<file path="config.mk">
export PLATFORM = sky130hd
export DESIGN_NAME = p2s_stream
export DESIGN_NICKNAME = d
export VERILOG_FILES = /design/src/rtl/p2s_pkg.sv /design/src/rtl/p2s_shreg.sv /design/src/rtl/p2s_stream.sv
export SDC_FILE = /design/constraint.sdc
export NUM_CORES = 1
export LEC_CHECK = 0
export CAP_MARGIN = 20
export CORE_ASPECT_RATIO = 2
export CORE_MARGIN = 1.5
export CORE_UTILIZATION = 35
export CTS_CLUSTER_SIZE = 25
export DETAILED_ROUTE_END_ITERATION = 7
export DONT_BUFFER_PORTS = 1
export GPL_ROUTABILITY_DRIVEN = 0
export PLACE_DENSITY = 0.52
export SYNTH_ARGS = -nofsm -noshare
export SYNTH_HDL_FRONTEND = slang
export SYNTH_HIERARCHICAL = 1
export SYNTH_SLANG_ARGS = --single-unit
export TNS_END_PERCENT = 20
</file>
<file path="constraint.sdc">
create_clock -name clk -period 2.2 [get_ports clk]
set_input_delay 0.11 -clock clk [delete_from_list [all_inputs] [get_ports clk]]
set_output_delay 0.11 -clock clk [all_outputs]
set_load 0.02 [all_outputs]
</file>
<file path="src/rtl/p2s_pkg.sv">
// Shared types and constants for the p2s_stream serial transmitter.
package p2s_pkg;

    // Transfer sequencing states of the transmitter.
    typedef enum logic [2:0] {
        IDLE,
        LOW,
        HIGH,
        LATCH,
        DONE
    } p2s_state_t;

    // Bit-order selectors for the DIR parameter.
    localparam bit P2S_LSB_FIRST = 1'b1;
    localparam bit P2S_MSB_FIRST = 1'b0;

    // Counter widths must never collapse to zero bits.
    function automatic int p2s_max1(input int v);
        return (v < 1) ? 1 : v;
    endfunction

endpackage

</file>
<file path="src/rtl/p2s_shreg.sv">
// Parallel-load shift register; shifts toward the serial output end, filling with 0.
module p2s_shreg
    import p2s_pkg::*;
#(
    parameter int DATA_BITS = 64,
    parameter bit DIR       = P2S_LSB_FIRST
) (
    input  logic                 clk,
    input  logic                 rst,
    input  logic                 load,
    input  logic                 shift,
    input  logic [DATA_BITS-1:0] d,
    output logic [DATA_BITS-1:0] q_out
);

    logic [DATA_BITS-1:0] word_q;
    logic [DATA_BITS-1:0] word_d;

    // Load has priority over shift; otherwise the word is held.
    always_comb begin
        word_d = word_q;
        if (load) begin
            word_d = d;
        end else if (shift) begin
            word_d = (DIR == P2S_LSB_FIRST) ? (word_q >> 1) : (word_q << 1);
        end
    end

    // Word register, cleared on reset so no stale data is ever presented.
    always_ff @(posedge clk) begin
        if (rst) begin
            word_q <= '0;
        end else begin
            word_q <= word_d;
        end
    end

    assign q_out = word_q;

endmodule

</file>
<file path="src/rtl/p2s_stream.sv">
// Parallel-to-serial transmitter for 74LS164/74HC595-style shift chains.
// Every output is a register loaded from the next-state decode, so pin
// levels in a cycle always correspond to the state held in that cycle.
module p2s_stream
    import p2s_pkg::*;
#(
    parameter int DATA_BITS = 64,
    parameter bit DIR       = P2S_LSB_FIRST,
    parameter int CLK_DIV   = 1,
    parameter bit LATCH_EN  = 1'b1
) (
    input  logic                 clk,
    input  logic                 rst,
    input  logic                 start,
    input  logic [DATA_BITS-1:0] pdata,
    output logic                 ready,
    output logic                 done,
    output logic                 s_clk,
    output logic                 s_clrn,
    output logic                 sout,
    output logic                 s_latch
);

    localparam int PH_W = p2s_max1($clog2(CLK_DIV));
    localparam int BC_W = $clog2(DATA_BITS + 1);
    localparam logic [PH_W-1:0] PH_LAST  = PH_W'(CLK_DIV - 1);
    localparam logic [BC_W-1:0] BIT_LAST = BC_W'(DATA_BITS - 1);

    p2s_state_t state_q, state_d;
    logic [PH_W-1:0] ph_q, ph_d;
    logic [BC_W-1:0] bc_q, bc_d;

    logic ready_q, ready_d;
    logic done_q, done_d;
    logic s_clk_q, s_clk_d;
    logic s_clrn_q;
    logic sout_q, sout_d;
    logic s_latch_q, s_latch_d;

    logic                 load;
    logic                 shift;
    logic                 ph_last;
    logic [DATA_BITS-1:0] word;
    logic [DATA_BITS-1:0] word_nxt;

    // Bit presented on sout for a given register word.
    function automatic logic out_bit(input logic [DATA_BITS-1:0] w);
        return (DIR == P2S_LSB_FIRST) ? w[0] : w[DATA_BITS-1];
    endfunction

    // Word after one shift toward the output end.
    function automatic logic [DATA_BITS-1:0] shifted(input logic [DATA_BITS-1:0] w);
        return (DIR == P2S_LSB_FIRST) ? (w >> 1) : (w << 1);
    endfunction

    p2s_shreg #(
        .DATA_BITS(DATA_BITS),
        .DIR      (DIR)
    ) u_shreg (
        .clk  (clk),
        .rst  (rst),
        .load (load),
        .shift(shift),
        .d    (pdata),
        .q_out(word)
    );

    assign ph_last = (ph_q == PH_LAST);

    // Next-state, counter and output decode; outputs follow the next state.
    always_comb begin
        state_d = state_q;
        ph_d    = ph_q;
        bc_d    = bc_q;
        load    = 1'b0;
        shift   = 1'b0;

        case (state_q)
            IDLE: begin
                if (start) begin
                    load    = 1'b1;
                    ph_d    = '0;
                    bc_d    = '0;
                    state_d = LOW;
                end
            end
            LOW: begin
                if (ph_last) begin
                    ph_d    = '0;
                    state_d = HIGH;
                end else begin
                    ph_d = ph_q + 1'b1;
                end
            end
            HIGH: begin
                if (ph_last) begin
                    ph_d  = '0;
                    shift = 1'b1;
                    bc_d  = bc_q + 1'b1;
                    if (bc_q == BIT_LAST) begin
                        state_d = LATCH_EN ? LATCH : DONE;
                    end else begin
                        state_d = LOW;
                    end
                end else begin
                    ph_d = ph_q + 1'b1;
                end
            end
            LATCH: begin
                if (ph_last) begin
                    ph_d    = '0;
                    state_d = DONE;
                end else begin
                    ph_d = ph_q + 1'b1;
                end
            end
            DONE: begin
                state_d = IDLE;
            end
            default: begin
                state_d = IDLE;
            end
        endcase

        // The word the shift register will hold next cycle drives the next sout.
        word_nxt = word;
        if (load) begin
            word_nxt = pdata;
        end else if (shift) begin
            word_nxt = shifted(word);
        end

        ready_d   = (state_d == IDLE);
        done_d    = (state_d == DONE);
        s_clk_d   = (state_d == HIGH);
        s_latch_d = (state_d == LATCH);
        sout_d    = ((state_d == LOW) || (state_d == HIGH)) ? out_bit(word_nxt) : 1'b0;
    end

    // State, counters and registered pins; reset forces every pin inactive and clears the chain.
    always_ff @(posedge clk) begin
        if (rst) begin
            state_q   <= IDLE;
            ph_q      <= '0;
            bc_q      <= '0;
            ready_q   <= 1'b0;
            done_q    <= 1'b0;
            s_clk_q   <= 1'b0;
            s_clrn_q  <= 1'b0;
            sout_q    <= 1'b0;
            s_latch_q <= 1'b0;
        end else begin
            state_q   <= state_d;
            ph_q      <= ph_d;
            bc_q      <= bc_d;
            ready_q   <= ready_d;
            done_q    <= done_d;
            s_clk_q   <= s_clk_d;
            s_clrn_q  <= 1'b1;
            sout_q    <= sout_d;
            s_latch_q <= s_latch_d;
        end
    end

    assign ready   = ready_q;
    assign done    = done_q;
    assign s_clk   = s_clk_q;
    assign s_clrn  = s_clrn_q;
    assign sout    = sout_q;
    assign s_latch = s_latch_q;

endmodule

</file>
Yosys cells after proc, flatten, opt, wreduce, memory -nomap -nowiden

Index checks and enable logic that the tools add are counted.
W data, S select, Z words.

Register bits: 81
Logic and storage cells: 53

$add $sub $neg: 2
Equal/unequal tests: 10
Muxes and demuxes: 19
Bitwise gates (word level): 1
Reduce and logical (&&, ||, !) cells: 10

Operators by type and width:

| operator              | count |
|---|---|
| $mux W64              | 2 |
| $mux W7               | 2 |
| $pmux W7 S2           | 1 |
| $eq A3 B2 Y1 const B  | 4 |
| $mux W3               | 4 |
| $pmux W3 S4           | 1 |
| $add A7 B1 Y7 const B | 1 |
| $eq A7 B6 Y1 const B  | 1 |
| $mux W1               | 7 |
| $eq A3 B1 Y1 const B  | 2 |
| $logic_not A3 Y1      | 2 |
| $reduce_bool A2 Y1    | 3 |
| $ne A2 B2 Y1 const B  | 2 |
| $eq A3 B3 Y1 const B  | 1 |
| $reduce_and A3 Y1     | 1 |
| $reduce_or A3 Y1      | 1 |
| $mux W2               | 1 |
| $pmux W1 S2           | 1 |
| $reduce_and A2 Y1     | 1 |
| $reduce_or A2 Y1      | 1 |
| $add A1 B1 Y1 const B | 1 |
| $logic_or A1 B1 Y1    | 1 |
| $not A1 Y1            | 1 |

Logic depth before layout (Yosys ltp)

Gate-level depths: netlist of the first run.

Word-level depth: 8
Mapped depth: 8
Mapped depth without buffers: 4

Modules after synthesis

The synthesis of the first run kept the hierarchy.

Modules (own cells, without submodules):

| module     | instances | cells each | area each (µm²) |
|---|---|---|---|
| p2s_shreg  | 1         | 284        | 3006.6 |
| p2s_stream | 1         | 69         | 660.6 |

Least setup slack after synthesis of the first run

OpenSTA, ideal clock, no wires.

Path type: register to register
From: reg state_q[2]
To: reg u_shreg.word_q[13], in the netlist u_shreg/q_out[13]
Library setup time: 0.134 ns
Arrival time: 1.844 ns
Slack: 0.221 ns
Cell stages (with the launch flop): 8
Buffers on the path: 3
Cell sequence: dfxtp_1 -> clkbuf_1 -> or4b_2 -> inv_1 -> buf_2 -> clkbuf_1 -> nor2b_1 -> a211oi_2

Cells in the longest elaborated chain, start to end: 3
Elaborated cells on any way between the ends: 6
Those cells by class: 1 x eq/ne; 3 x mux; 2 x reduce/logical

RTL lines:

| element                                               | line              | RTL |
|---|---|---|
| start, declared                                       | p2s_stream.sv:29  | `p2s_state_t state_q, state_d;` |
| start signal, assigned                                | p2s_stream.sv:153 | `state_q <= state_d;` |
| $logic_not A3 Y1 (*)                                  | p2s_stream.sv:78  | `case (state_q)` |
| $mux W1 (*)                                           | p2s_stream.sv:78  |  |
| via load                                              | p2s_stream.sv:40  | `logic load;` |
| $mux W64 / $reduce_bool A2 Y1 (equally long branches) | -                 |  |
| end signal, assigned                                  | p2s_shreg.sv:34   | `word_q <= word_d;` |
| end, declared                                         | p2s_shreg.sv:16   | `logic [DATA_BITS-1:0] word_q;` |

Mark *: on every way through the listed nets, which the timed path passes. The rest lies on a longest branch.
A chain may end at the register's enable or synchronous reset.

Worst setup path in the final report of the first run

From: reg state_q[1]
To: reg u_shreg.word_q[51], in the netlist u_shreg/q_out[51]

The elaborated chain is that of the path after synthesis.

==> results.txt, run 1 <==
----------------------------------------------------
[Clock network]
  Clock tree root driver cell ... sky130_fd_sc_hd__clkbuf_16
  Worst-skew pair later-pin latency ... about 330 ps
  H-tree levels ... 3
  Number of buffers inserted during clock tree synthesis ... 9
  Max clock buf depth ... 2
  Number of cells upsized or downsized after cts ... 0
  Clock edge transition at the registers on the reported setup and hold paths ... about 60 ps
  CTS tree ... done
  Clock sink count ... 80

[Yosys]
  Simple-gate share of the synthesized area ... 0.154
  Post-Synthesis Cells ... approximately 350
  Average cell area after synthesis ... just over 10 um^2
  Post-synth top flop ... sky130_fd_sc_hd__dfxtp_1
  Share of flip-flops with an asynchronous set or reset after synthesis ... 0
  Main combinational cell family by area after synthesis ... compound AO/OA/AOI/OAI gates
  Post-synthesis share of cell area spent on xor and xnor gates ... 0
  Share of the synthesized area in compound gates (AO/OA/AOI/OAI) ... 0.172
  Share of synthesized area spent on multiplexers ... 0.172
  Warnings from Yosys ... 6
  Share of synthesized area occupied by flip-flops and latches ... 0.437
  EDFF count, synth ... 0
  Adder-cell share of the synthesized area ... 0.00341
  Synthesized net count ... about 420
  Total standard cell area after synthesis ... between 0.003 and 0.004 mm^2
  Cell variety after synth ... 36
  #FFs+latches synth ... 80

[Drt]
  Via Count ... 2719
  First-pass iteration count of the detailed router ... 4
  WL final ... about 8000 um
  Post-route antenna net violation count ... 0
  Iteration-0 DRC count of the detailed router ... 83
  Average wire length per cell after detail routing ... 14.8 um
  Vias/cell ... just over 5
  DRC ... 0

[STA]
  Unrepaired setup endpoints after global routing ... no
  Final-layout worst hold slack ... between 2 and 3 ps
  Number of endpoints with negative hold slack in the final report ... 0
  Total negative slack ... 0 ps
  Number of max-slew violations in the final report ... 0
  Post-route clock period utilization ... 0.849
  Worst Max-Slew Pin Slew ... roughly 650 ps
  Achievable Freq ... ~540 MHz
  Slew margin rel. ... 0.564
  Final count of negative-setup-slack endpoints ... 0
  Shortest period the worst path allows ... approximately 1900 ps
  Worst Skew ... approximately 5.6 ps

[Global routing]
  Maximum number of pins on one net before global-route repair ... 78
  Number of antenna violations at the first check in global routing ... 0
  First-pass GRT wire length ... ~13000 um
  Grt ovf ... 0
  Number of global-route vias before repair ... roughly 2800
  Total global-route track usage ... 0.156

[Critical path]
  Req. time, crit path ... 2410 ps
  Data arrival time at the worst-slack endpoint ... 2080 ps
  Critical path start-end classification ... reg -> reg
  Highest fanout seen on the critical path ... 39
  Delay contributed by the slowest stage of the critical path ... between 600 and 700 ps
  CP startpoint kind ... flop
  Cell-by-cell listing of the critical path ... or4b_2, inv_1, buf_4, nor2b_1, a211oi_2
  Crit. End Element ... flop
  CP max stage cell ... sky130_fd_sc_hd__or4b_2

[Final layout]
  Diode insertion count for antenna repair ... 0
  Number of nets in the final layout ... approximately 470
  Number of fill cells in the layout ... roughly 1000
  Ratio of cells with drive above 1 in the final layout ... 0.0893
  Number of standard cells in the layout, taps in and fillers out ... 538
  Area added between synthesis and finish ... 25.9%

[Placed design]
  Half-perimeter wire length of the detailed placement result ... 4750 um
  Count of input and output buffers ... 0
  Placed cell count ... approximately 470

[Pwr]
  Net switching power figure ... about 0.86 mW
  Internal power ... around 2.8 mW
  Power share of the sequential group ... 0.449
  Switching Share ... 0.235
  Combinational Power Share ... 0.129
  Relative contribution of the clock network to total power ... 0.422
  Leakage power total ... between 1.5 and 2 nW
  Peak supply drop ... ~0.5 mV
  Power per cell area ... between 700 and 800 mW/mm^2

[Die]
  Starting density of the core ... 0.361
  Floorplan die height ... approximately 150 um
  Core region area ... about 0.010 mm^2
  Number of placement rows ... 52
  IO Count ... 73
  Die Outline Area ... roughly 0.011 mm^2
  Width of the die ... ~75 um

[Job]
  Number of maximum-capacitance violations ... 0

[Status]
  Status ... completed

[Hold path]
  Path category of the worst min-delay check ... in -> reg

----------------------------------------------------
[layout by cell type, fill, tap and decap left out, types with 2 or more instances in the layout]
cell type	n
sky130_fd_sc_hd__a211oi_2	4
sky130_fd_sc_hd__mux2i_1	63
sky130_fd_sc_hd__inv_1	2
sky130_fd_sc_hd__or3_1	2
sky130_fd_sc_hd__nand2b_1	4
sky130_fd_sc_hd__clkinv_2	2
sky130_fd_sc_hd__nand3_1	2
sky130_fd_sc_hd__nor3_1	5
sky130_fd_sc_hd__a211oi_1	60
sky130_fd_sc_hd__dlygate4sd3_1	55
sky130_fd_sc_hd__nor2b_1	63
sky130_fd_sc_hd__clkbuf_16	9
sky130_fd_sc_hd__buf_4	7
sky130_fd_sc_hd__nor2_1	6
sky130_fd_sc_hd__clkbuf_8	3
sky130_fd_sc_hd__dfxtp_1	80
sky130_fd_sc_hd__nand2_1	4
sky130_fd_sc_hd__buf_12	2
sky130_fd_sc_hd__a311oi_1	2
sky130_fd_sc_hd__a21oi_1	6
sky130_fd_sc_hd__or3b_1	2
[cells in the mapped netlist, types with 2 or more instances]
library cell | instances | area, um^2
sky130_fd_sc_hd__dfxtp_1 | 80 | 1600
sky130_fd_sc_hd__mux2i_1 | 63 | 631
sky130_fd_sc_hd__nor2b_1 | 63 | 394
sky130_fd_sc_hd__a211oi_1 | 60 | 450
sky130_fd_sc_hd__clkbuf_1 | 13 | 48.8
sky130_fd_sc_hd__buf_2 | 9 | 45.0
sky130_fd_sc_hd__a21oi_1 | 6 | 30.0
sky130_fd_sc_hd__buf_8 | 6 | 90.1
sky130_fd_sc_hd__nor2_1 | 6 | 22.5
sky130_fd_sc_hd__nor3_1 | 5 | 25.0
sky130_fd_sc_hd__a211oi_2 | 4 | 50.1
sky130_fd_sc_hd__nand2_1 | 4 | 15.0
sky130_fd_sc_hd__nand2b_1 | 4 | 25.0
sky130_fd_sc_hd__inv_1 | 3 | 11.3
sky130_fd_sc_hd__a311oi_1 | 2 | 17.5
sky130_fd_sc_hd__buf_6 | 2 | 22.5
sky130_fd_sc_hd__nand3_1 | 2 | 10.0
sky130_fd_sc_hd__or3_1 | 2 | 12.5
sky130_fd_sc_hd__or3b_1 | 2 | 17.5
[worst max-delay path: cells and delay by family (launching register included)]
family / cells / cell delay (ps)
flip-flops: 1 / 350
AND/OR/NAND/NOR: 2 / 870
AO/OA/AOI/OAI: 1 / 60
buffers and inverters: 2 / 450
[path summary, 6_finish.rpt]
| check | startpoint | end | slack (ps) | depth (start not counted) |
|---|---|---|---|---|
| worst max-delay path | state_q[1] | u_shreg/q_out[51] | 330 | 5 |
| worst min-delay path | pdata[7] | u_shreg/q_out[7] | 3 | 2 |
| worst max register to register | state_q[1] | u_shreg/q_out[51] | 330 | 5 |
| worst min register to register | bc_q[6] | bc_q[6] | 490 | 2 |
[sequential cells by signal (all words and copies together), names as in the netlist]
signal	flops
u_shreg/q_out	64
bc_q	7
state_q	3
done	1
ready	1
s_clk	1
s_clrn	1
s_latch	1
sout	1
[logic make-up (layout without fill, tap and decap cells)]
group / count (synthesis) / in the layout
AO/OA/AOI/OAI: 81 / 81
AND/OR/NAND/NOR: 93 / 93
flip-flops: 80 / 80
buffers and inverters: 35 / 85
multiplexers: 63 / 63
adder cells (fa/ha/maj): 1 / 1
[per-stage QoR]
stage                     power [mW]  setup slack [ps]   util  cell area [um^2]
final                           3.65               333  0.455              4620
after global routing            3.83               219  0.455              4620
after CTS                       3.71               308  0.455              4620
after detailed placement        2.04               311  0.366              3720
after global placement          2.03               350  0.366              3720
after floorplan                 1.99               221      -              3670
[layout make-up]
type / count / area [um^2] / share of cell area
clock inverters: 4 / 51.3 / 0.0111
inverters: 4 / 16.3 / 0.00352
flip-flops and latches: 80 / 1600 / 0.347
repair buffers: 65 / 671 / 0.145
clock buffers: 12 / 267 / 0.0577
multi-input cells: 238 / 1840 / 0.399
well taps: 135 / 169 / 0.0366
[layer usage]
layer / wire length, um / share of wire / track usage
met3: 278 / 0.035 / 0.0409
met2: 3990 / 0.50 / 0.247
met5: 0 / 0 / 0
met4: 189 / 0.024 / 0.0625
met1: 3510 / 0.44 / 0.198
[power by group through the flow]
stage	logic (mW)	registers (mW)	clock network (mW)
final	0.470	1.64	1.54
after global placement	0.357	1.67	0
after global routing	0.525	1.65	1.65
after CTS	0.477	1.64	1.59
after floorplan	0.338	1.65	0
after detailed placement	0.363	1.67	0
[timing repair]
item	in CTS	in global routing
hold buffers	56	0
hold endpoints to repair	77	0
buffers inserted	0	0
No activity file was read; power rests on OpenSTA's default activity.
==> inputs of run 2 (changes only) <==
--- a/config.mk
+++ b/config.mk
@@ -5,6 +5,7 @@
 export SDC_FILE = /design/constraint.sdc
 export NUM_CORES = 1
 export LEC_CHECK = 0
+export ABC_AREA = 1
 export CAP_MARGIN = 20
 export CORE_ASPECT_RATIO = 2
 export CORE_MARGIN = 1.5
==> constraint.sdc (replaced) <==
create_clock -name clk -period 1.75 [get_ports clk]
set_input_delay 0.0875 -clock clk [delete_from_list [all_inputs] [get_ports clk]]
set_output_delay 0.0875 -clock clk [all_outputs]
set_load 0.02 [all_outputs]
==> run 2 against run 1 <==
- clock skew decreased by 1.4 ps
- global-route usage grew 1.2 points
- setup slack worse by 190 ps
- clock power up 20%
- combinational power grew 49%
- routed wire length up 25%
- via count grew 37%
- total power increased by 26%
- register-to-register slack lost 190 ps
- highest routed layer unchanged
- critical path depth is 1 higher
- sequential power is 26% higher
- synthesized cell count is 81% higher
- the run now ends with hold timing left
- critical path type unchanged
==> results.txt, run 2 <==
----------------------------------------------------
[Status]
  Status ... finished, violations left (was completed)
  Violations in the final reports ... hold timing

[Yosys]
  Biggest area contributors in the synthesized netlist ... sky130_fd_sc_hd__dfxtp_1, sky130_fd_sc_hd__nand2_1, sky130_fd_sc_hd__a21oi_2, sky130_fd_sc_hd__inv_1, sky130_fd_sc_hd__buf_6 (was sky130_fd_sc_hd__dfxtp_1, sky130_fd_sc_hd__mux2i_1, sky130_fd_sc_hd__a211oi_1, sky130_fd_sc_hd__nor2b_1, sky130_fd_sc_hd__buf_8)
  Synthesized net count ... 706 (was 421)
  Post-synth top flop ... sky130_fd_sc_hd__dfxtp_1 (unchanged)
  #FFs+latches synth ... 80 (unchanged)
  Average cell area after synthesis ... 6.52 um^2 (was 10.4 um^2)
  Top cell type by total area after synthesis ... sky130_fd_sc_hd__dfxtp_1 (unchanged)
  Share of synthesized area occupied by flip-flops and latches ... 0.385 (was 0.437)
  EDFF count, synth ... 0 (unchanged)
  Post-Synthesis Cells ... 638 (was 353)
  Most instantiated library cell after synthesis ... sky130_fd_sc_hd__nand2_1 (was sky130_fd_sc_hd__dfxtp_1)
  Total standard cell area after synthesis ... 0.00416 mm^2 (was 0.00367 mm^2)
  Share of flip-flops with an asynchronous set or reset after synthesis ... 0 (unchanged)
  Proportion of netlist area held by the largest area contributor ... 0.385 (was 0.437)
  Most frequent cells after synthesis ... sky130_fd_sc_hd__nand2_1, sky130_fd_sc_hd__dfxtp_1, sky130_fd_sc_hd__inv_1 (was sky130_fd_sc_hd__dfxtp_1, sky130_fd_sc_hd__mux2i_1, sky130_fd_sc_hd__nor2b_1)
  Cell variety after synth ... 24 (was 36)
  Warnings from Yosys ... 6 (unchanged)

[Pwr]
  Leakage power total ... 2.24 nW (was 1.56 nW)
  Power per cell area ... 979 mW/mm^2 (was 792 mW/mm^2)
  Peak supply drop ... 0.534 mV (was 0.499 mV)

[STA]
  Final WS setup ... 141 ps (was 333 ps)
  Unrepaired setup endpoints after global routing ... yes (was no)
  Worst Skew ... 4.20 ps (was 5.63 ps)
  Shortest period the worst path allows ... 1610 ps (was 1870 ps)
  Worst Max-Slew Pin Slew ... 345 ps (was 649 ps)
  Total negative slack ... 0 ps (unchanged)
  Post-route clock period utilization ... 0.920 (was 0.849)
  Number of max-slew violations in the final report ... 0 (unchanged)
  Final-layout worst hold slack ... -176 ps (was 2.78 ps)
  Number of endpoints with negative hold slack in the final report ... 66 (was 0)
  Achievable Freq ... 621 MHz (was 536 MHz)
  Slew margin rel. ... 0.770 (was 0.564)
  Final count of negative-setup-slack endpoints ... 0 (unchanged)

[Critical path]
  Highest fanout seen on the critical path ... 5 (was 39)
  Reg2Reg Launch Point ... bc_q[0] (was state_q[1])
  Critical path start-end classification ... reg -> reg (unchanged)
  Req. time, crit path ... 2030 ps (was 2410 ps)
  CP startpoint kind ... flop (unchanged)
  Worst Reg2Reg Path Length in Cells ... 6 (was 5)
  Data arrival time at the worst-slack endpoint ... 1890 ps (was 2080 ps)
  Endpoint of the worst register-to-register path ... state_q[1] (was u_shreg/q_out[51])
  Crit. End Element ... flop (unchanged)
  Register-to-register path setup slack ... 140 ps (was 330 ps)

[Global routing]
  Number of antenna violations at the first check in global routing ... 0 (unchanged)
  Number of global-route vias before repair ... 3607 (was 2797)
  First-pass GRT wire length ... 16600 um (was 13500 um)
  Total global-route track usage ... 0.168 (was 0.156)
  Grt ovf ... 0 (unchanged)
  Maximum number of pins on one net before global-route repair ... 75 (was 78)

[Job]
  Number of maximum-capacitance violations ... 0 (unchanged)

[Die]
  Floorplan die height ... 157 um (was 148 um)
  Number of placement rows ... 56 (was 52)
  Core region area ... 0.0116 mm^2 (was 0.0101 mm^2)
  Starting density of the core ... 0.358 (was 0.361)
  IO Count ... 73 (unchanged)
  Width of the die ... 80.1 um (was 75.4 um)
  Die Outline Area ... 0.0126 mm^2 (was 0.0111 mm^2)

[Clock network]
  Clock tree root driver cell ... sky130_fd_sc_hd__clkbuf_16 (unchanged)
  Max clock buf depth ... 2 (unchanged)
  Clock sink count ... 80 (unchanged)
  CTS tree ... done (unchanged)
  Clock edge transition at the registers on the reported setup and hold paths ... 60 ps (about the same)
  Number of buffers inserted by hold repair at cts ... 11 (was 56)
  H-tree levels ... 3 (unchanged)
  Number of buffers inserted during clock tree synthesis ... 9 (unchanged)
  Worst-skew pair later-pin latency ... 340 ps (was 330 ps)

[Hold path]
  Source of the worst hold timing path ... rst (was pdata[7])
  Hold path depth ... 1 (was 2)
  Path category of the worst min-delay check ... in -> reg (unchanged)
  Endpoint of the worst hold-timing path ... bc_q[3] (was u_shreg/q_out[7])

[Drt]
  WL final ... 9930 um (was 7970 um)
  Vias/cell ... 4.73 (was 5.05)
  Via Count ... 3727 (was 2719)
  Iteration-0 DRC count of the detailed router ... 189 (was 83)
  First-pass iteration count of the detailed router ... 5 (was 4)
  DRC ... 0 (unchanged)
  Average wire length per cell after detail routing ... 12.6 um (was 14.8 um)
  Post-route antenna net violation count ... 0 (unchanged)

[Final layout]
  Post-layout util ... 0.405 (was 0.455)
  Diode insertion count for antenna repair ... 0 (unchanged)
  Number of flip-flops in the largest register ... 64 (unchanged)
  Number of nets in the final layout ... 707 (was 466)
  Ratio of cells with drive above 1 in the final layout ... 0.159 (was 0.0893)
  Commonest cells after routing, fill and taps aside ... sky130_fd_sc_hd__nand2_1, sky130_fd_sc_hd__dfxtp_1, sky130_fd_sc_hd__inv_1 (was sky130_fd_sc_hd__dfxtp_1, sky130_fd_sc_hd__mux2i_1, sky130_fd_sc_hd__nor2b_1)
  Number of fill cells in the layout ... 1303 (was 1024)
  Area added between synthesis and finish ... 13.2% (was 25.9%)
  Number of standard cells in the layout, taps in and fillers out ... 788 (was 538)
  Final design instance area without fill ... 0.00471 mm^2 (was 0.00462 mm^2)
  Commonest non-fill, non-tap cell in the layout ... sky130_fd_sc_hd__nand2_1 (was sky130_fd_sc_hd__dfxtp_1)

[Placed design]
  Pre-CTS setup slack ... 189 ps (was 311 ps)
  Count of input and output buffers ... 0 (unchanged)
  Total placed instance area ... 0.00428 mm^2 (was 0.00372 mm^2)
  Placed cell count ... 759 (was 466)
  Half-perimeter wire length of the detailed placement result ... 6540 um (was 4750 um)

----------------------------------------------------
[run 2: changes by cell type after synthesis, sizes merged, moves of 4 or more]
cell and delta:
mux2i -63, inv +77, nand2 +331, nor2 +6, o21ai +4, a211oi -64
nand2b -4, buf +10, nand3 +11, nor2b -63, clkbuf -7, a21oi +64
[run 2: area by class of cell]
cell class,instances,area (um^2),area share
Multi-Input combinational cell,443,2060,0.438
Sequential cell,80,1600,0.341
Inverter,81,304,0.0645
Timing Repair Buffer,24,270,0.0574
Clock buffer,11,243,0.0515
Tap cell,145,181,0.0385
Clock inverter,4,45.0,0.00956
[run 2: worst max-delay path by stage]
stage / startpoint / to / slack (ps) / cells past startpoint
after floorplan: state_q[0] / u_shreg/q_out[11] / 330 / 8
after global placement: state_q[0] / u_shreg/q_out[50] / 250 / 7
after detailed placement: state_q[0] / u_shreg/q_out[18] / 190 / 8
after CTS: bc_q[0] / state_q[1] / 20 / 6
after global routing: state_q[0] / u_shreg/q_out[62] / -5 / 7
final: bc_q[0] / state_q[1] / 140 / 6
[run 2: cells by family after synthesis]
| kind of cell | Yosys count | share of synthesized area |
|---|---|---|
| AO/OA/AOI/OAI | 76 | 0.146 |
| adder cells (fa/ha/maj) | 1 | 0.00301 |
| buffers and inverters | 115 | 0.122 |
| flip-flops | 80 | 0.385 |
| AND/OR/NAND/NOR | 366 | 0.344 |
[run 2: through the flow]
step / power [mW] / hold slack [ps]
2_1_floorplan: 2.68 / 236
3_3_place_gp: 2.77 / 164
3_5_place_dp: 2.79 / 163
4_1_cts: 4.67 / -202
5_1_grt: 4.85 / -203
6_report: 4.61 / -176
[run 2: critical path, stage by stage (launching register included)]
cell and delay [ps]:
sky130_fd_sc_hd__dfxtp_2 360, sky130_fd_sc_hd__ha_2 200, sky130_fd_sc_hd__nand3_2 130, sky130_fd_sc_hd__nor3_2 120
sky130_fd_sc_hd__nand2_1 70, sky130_fd_sc_hd__a21oi_1 110, sky130_fd_sc_hd__dlygate4sd3_1 550
[run 2: report_power, final]
part	switching [mW]	internal (mW)
Combinational	0.429	0.274
Sequential	0.0879	1.97
Clock	0.719	1.13
Total	1.24	3.37
[run 2: repair_timing]
action                     4_1_cts  5_1_grt
resized for setup                0        5
setup endpoints to repair        0        3
hold endpoints to repair        80       66
setup buffers                    0        3
[run 2: per-layer routing]
metal,track usage,vias to the layer above,wire (um)
met1,0.198,1738,4340
met3,0.0290,17,282
li1,-,1910,-
met2,0.289,62,5030
met5,0,-,0
met4,0.0805,0,274
